===== src/rtl/bin2bcd_hexdisp.sv =====
// Sequential double-dabble binary to 8-digit BCD converter
// with active-low seven-segment drivers for HEX0..HEX7.
module bin2bcd_hexdisp #(
   parameter bit BLANK_LZ = 1'b1
) (
   input  logic        clk,
   input  logic        rst,
   input  logic        in_valid,
   output logic        in_ready,
   input  logic [31:0] bin_in,
   output logic        out_valid,
   output logic [31:0] bcd_out,
   output logic        overflow,
   output logic [6:0]  hex0,
   output logic [6:0]  hex1,
   output logic [6:0]  hex2,
   output logic [6:0]  hex3,
   output logic [6:0]  hex4,
   output logic [6:0]  hex5,
   output logic [6:0]  hex6,
   output logic [6:0]  hex7
);

   typedef enum logic [1:0] {IDLE, CONV, LOAD} state_e;

   state_e      state_q, state_d;
   logic [4:0]  cnt_q, cnt_d;
   logic [31:0] shift_q, shift_d;
   logic [31:0] work_q, work_d;
   logic        sticky_q, sticky_d;
   logic [31:0] bcd_q, bcd_d;
   logic        ovf_q, ovf_d;
   logic        ov_q, ov_d;
   logic [31:0] adj;
   logic [6:0]  seg [8];

   function automatic logic [6:0] seg7(input logic [3:0] d);
      logic [6:0] s;
      unique case (d)
         4'd0:    s = 7'b1000000;
         4'd1:    s = 7'b1111001;
         4'd2:    s = 7'b0100100;
         4'd3:    s = 7'b0110000;
         4'd4:    s = 7'b0011001;
         4'd5:    s = 7'b0010010;
         4'd6:    s = 7'b0000010;
         4'd7:    s = 7'b1111000;
         4'd8:    s = 7'b0000000;
         4'd9:    s = 7'b0010000;
         default: s = 7'b1111111;
      endcase
      return s;
   endfunction

   always_comb begin
      adj = work_q;
      for (int i = 0; i < 8; i++) begin
         if (work_q[4*i +: 4] >= 4'd5)
            adj[4*i +: 4] = work_q[4*i +: 4] + 4'd3;
      end
   end

   always_comb begin
      state_d  = state_q;
      cnt_d    = cnt_q;
      shift_d  = shift_q;
      work_d   = work_q;
      sticky_d = sticky_q;
      bcd_d    = bcd_q;
      ovf_d    = ovf_q;
      ov_d     = 1'b0;
      in_ready = 1'b0;
      unique case (state_q)
         IDLE: begin
            in_ready = 1'b1;
            if (in_valid) begin
               shift_d  = bin_in;
               work_d   = '0;
               sticky_d = 1'b0;
               cnt_d    = '0;
               state_d  = CONV;
            end
         end
         CONV: begin
            // bit leaving digit 7 is a multiple of 10^8 and is dropped
            {work_d, shift_d} = {adj[30:0], shift_q, 1'b0};
            sticky_d = sticky_q | adj[31];
            cnt_d    = cnt_q + 5'd1;
            if (cnt_q == 5'd31)
               state_d = LOAD;
         end
         LOAD: begin
            bcd_d   = work_q;
            ovf_d   = sticky_q;
            ov_d    = 1'b1;
            state_d = IDLE;
         end
         default: state_d = IDLE;
      endcase
   end

   always_ff @(posedge clk) begin
      if (rst) begin
         state_q  <= IDLE;
         cnt_q    <= '0;
         shift_q  <= '0;
         work_q   <= '0;
         sticky_q <= 1'b0;
         bcd_q    <= '0;
         ovf_q    <= 1'b0;
         ov_q     <= 1'b0;
      end else begin
         state_q  <= state_d;
         cnt_q    <= cnt_d;
         shift_q  <= shift_d;
         work_q   <= work_d;
         sticky_q <= sticky_d;
         bcd_q    <= bcd_d;
         ovf_q    <= ovf_d;
         ov_q     <= ov_d;
      end
   end

   always_comb begin
      logic       any;
      logic [3:0] dig;
      logic       show;
      any = 1'b0;
      for (int k = 7; k >= 0; k--) begin
         dig    = bcd_q[4*k +: 4];
         any    = any | (dig != 4'd0);
         show   = any || (k == 0) || !BLANK_LZ;
         seg[k] = show ? seg7(dig) : 7'b1111111;
      end
   end

   assign out_valid = ov_q;
   assign bcd_out   = bcd_q;
   assign overflow  = ovf_q;
   assign hex0      = seg[0];
   assign hex1      = seg[1];
   assign hex2      = seg[2];
   assign hex3      = seg[3];
   assign hex4      = seg[4];
   assign hex5      = seg[5];
   assign hex6      = seg[6];
   assign hex7      = seg[7];

endmodule


===== config.mk =====
export PLATFORM = sky130hd
export DESIGN_NAME = bin2bcd_hexdisp
export DESIGN_NICKNAME = d
export VERILOG_FILES = /design/src/rtl/bin2bcd_hexdisp.sv
export SDC_FILE = /design/constraint.sdc
export NUM_CORES = 1
export LEC_CHECK = 0
export ABC_AREA = 1
export CAP_MARGIN = 20
export CORE_MARGIN = 1
export CORE_UTILIZATION = 35
export CTS_BUF_LIST = sky130_fd_sc_hd__clkbuf_8
export DETAILED_ROUTE_END_ITERATION = 10
export HOLD_SLACK_MARGIN = 0.03
export PLACE_DENSITY_LB_ADDON = 0.1
export SYNTH_ARGS = -nofsm -noshare
export SYNTH_HDL_FRONTEND = slang
export SYNTH_SLANG_ARGS = --single-unit

===== constraint.sdc =====
create_clock -name clk -period 2.37 [get_ports clk]
set_input_delay 0.3555 -clock clk [delete_from_list [all_inputs] [get_ports clk]]
set_output_delay 0.3555 -clock clk [all_outputs]
set_load 0.02 [all_outputs]

==> results of run 1 <==
[cell usage in the layout, fill, tap and decap left out, drive strengths merged]
cell / count
clkinvlp: 2
ha: 59
or2: 16
a31oi: 1
nor2: 155
clkbuf: 26
bufinv: 3
a21oi: 55
buf: 49
dlygate4sd2: 21
nand3: 78
o22ai: 1
nand2: 296
inv: 148
xor2: 8
nor3: 3
o21ai: 88
a22oi: 4
dfxtp: 162
nand3b: 7
nand4: 11
clkdlybuf4s50: 82
clkinv: 5
nor4: 2
o211ai: 9
[layer usage]
| metal | global-route usage (%) | share of wire (%) | up-vias |
|---|---|---|---|
| li1 | - | - | 3863 |
| met1 | 21.3 | 51 | 3208 |
| met2 | 27.1 | 46 | 94 |
| met3 | 3.10 | 2.5 | 11 |
| met4 | 4.76 | 0.92 | 0 |
| met5 | 0 | 0 | - |
[kinds of logic (layout without fill, tap and decap cells)]
group / count (synthesis) / in the layout / share of synthesized area [%]
buf+inv: 183 / 336 / 9.13
simple gates: 568 / 568 / 29.8
fa+ha+maj: 59 / 59 / 9.13
compound gates: 158 / 158 / 10.9
flops: 162 / 162 / 40.1
xor+xnor: 8 / 8 / 0.867
[power by group]
part	internal (mW)	switching, mW
combinational	0.155	0.241
sequential	2.78	0.0325
clock	1.10	1.04
[per-stage QoR]
| step | hold slack, ns | cell area [um2] | std cells |
|---|---|---|---|
| floorplan | 0.440 | 8080 | 1138 |
| CTS | 0.326 | 10200 | 1576 |
| detailed placement | 0.456 | 9790 | 1545 |
| global route | 0.350 | 10100 | 1576 |
| finish | 0.351 | 10100 | 1576 |
| global placement | 0.453 | 9790 | 1545 |
[worst min-delay path by stage]
stage	to	slack, ns	depth (start not counted)
after detailed placement	shift_q[7]$_SDFFE_PP0P_	0.46	2
after CTS	bcd_out[25]$_SDFFE_PP0P_	0.33	4
after floorplan	shift_q[0]$_SDFFE_PP0P_	0.44	2
after global routing	bcd_out[25]$_SDFFE_PP0P_	0.35	4
after global placement	cnt_q[3]$_SDFFE_PP0P_	0.45	2
final	bcd_out[25]$_SDFFE_PP0P_	0.35	4
[what timing repair did]
item / CTS / global route
resized for setup: 77 / 29
pin swaps: 0 / 1
setup endpoints to repair: 42 / 28
buffers inserted: 0 / 0
[area by class of cell]
| type | instances | area (um2) |
|---|---|---|
| repair buffers | 159 | 1410 |
| clock inverters | 12 | 155 |
| inverters | 146 | 548 |
| well taps | 285 | 357 |
| multi-input cells | 793 | 4140 |
| fillers | 2341 | 12500 |
| clock buffers | 19 | 262 |
| flip-flops and latches | 162 | 3240 |
[critical path: cells and delay by family, from the launching register on]
kind	cells	cell delay, ns
simple gates	3	0.91
flops	1	0.32
buf+inv	1	0.17
==> reports/metrics.yaml, run 1 <==
status: "completed"
peakVddDrop_uv: 289
r2r_slack_ns: 0.42
io_pins: 126
grt_pass1_wl_um: 31500
yosys-top-cells-count: "nand2_1 (285), dfxtp_1 (162), nor2_1 (146)"
fin_crit_sh_pct: 92.5
reg2regPathDepth: 11
gp_congestion: 0.794
power_mw: 5.35
max_freq_mhz: 456
critical_path_peak_fanout: 7
ant_nets: 0
numCtsBuffers: 17
yosysSeqAreaShare_pct: 40.1
path_clk_slew_ns: 0.08
ctsHoldBuffers: 0
required_ns: 2.01
skew_ns: 0.0132
ys.flop_type: "dfxtp_1"
synth_area_per_cell_um2: 7.10
via_per_inst: 4.55
drive_above_1_share_pct: 12.8
fin_ws_ns: 0.178
crit_slowest_cell: "nor4_1"
syn_inst: 1138
cap_violations: 0
die_area_mm2: 0.0237
yosysMostFrequentCell: "nand2_1"
crit_type: "flop to primary output"
synth-async-reset-ratio_pct: 0
port_buffers: 125
slew_headroom_pct: 55.2
finalCriticalPeriod_ns: 2.19
die_x_um: 154
wirelength_um: 18400
yosysWarnings: 0
n_antenna_cell: 0
area_delta_synth_final_pct: 25.1
slowest_delay_ns: 0.61
dp_slack_ns: 0.0681
hp-class: "primary input to flop"
slew_viol_final: 0
synth_seq_cells: 162
tightestPinTransition_ns: 0.665
grt_usage_pct: 16.3
syn_nets: 1232
coreArea_mm2: 0.0226
hold_viol_final: 0
grt-ovfl-total: 0
fp-row-count: 55
setup_violations: 0
yosys.area.top_type: "dfxtp_1"
ys_top_cells_by_area: "dfxtp_1 (40%), nand2_1 (13%), ha_1 (9.1%)"
start_util_pct: 35.7
cts_max_path_buffers: 2
synth_top_area_share_pct: 40.1
antenna_found_initial: 0
crit_chain: "nor4_1 > nand3_4 > nand2_1 > buf_2"
die_height_um: 154
nets: 1373
clock-sinks: 162
synth_area_mm2: 0.00808
synth_edf_count: 0
start_kind: "flop"
p_per_area_mw_per_mm2: 529
hold_start: "rst"
htreeDepth: 4
dp_hpwl_um: 12900
critPathCapture: "hex1[3]"
drt-pass1-iter-count: 4
grt_pass1_vias: 6654
root_buffer: "clkbuf_8"
cp-startpoint: "bcd_out[6]$_SDFFE_PP0P_"
cts_tree: "yes"
finalSetupTns_ns: 0
synth_cell_types: 30
wl_per_cell_um: 11.7
leakage_nw: 4.51
arrival_ns: 1.84
clk_latency_ns: 0.45
drt_iter0_markers: 289
crit_path_end_kind: "primary output"
grt_max_degree: 48
reg2reg_from: "state_q[1]$_SDFFE_PP0P_"
drc: 0
fin_util_pct: 44.7
rsz0062_at_grt: "false"
via_count: 7176
Note: power is estimated with default switching activity, not from simulation.
==> inputs of run 2 (changes only) <==
- CTS_CLUSTER_SIZE: default -> 8
- GPL_ROUTABILITY_DRIVEN: default -> 0
==> results of run 2 <==
Final layout, timing and power as in run 1 (identical DEF).
==> inputs of run 3 (changes only) <==
- CTS_CLUSTER_DIAMETER: default -> 50
==> results of run 3 <==
Final layout, timing and power as in run 1 (identical DEF).
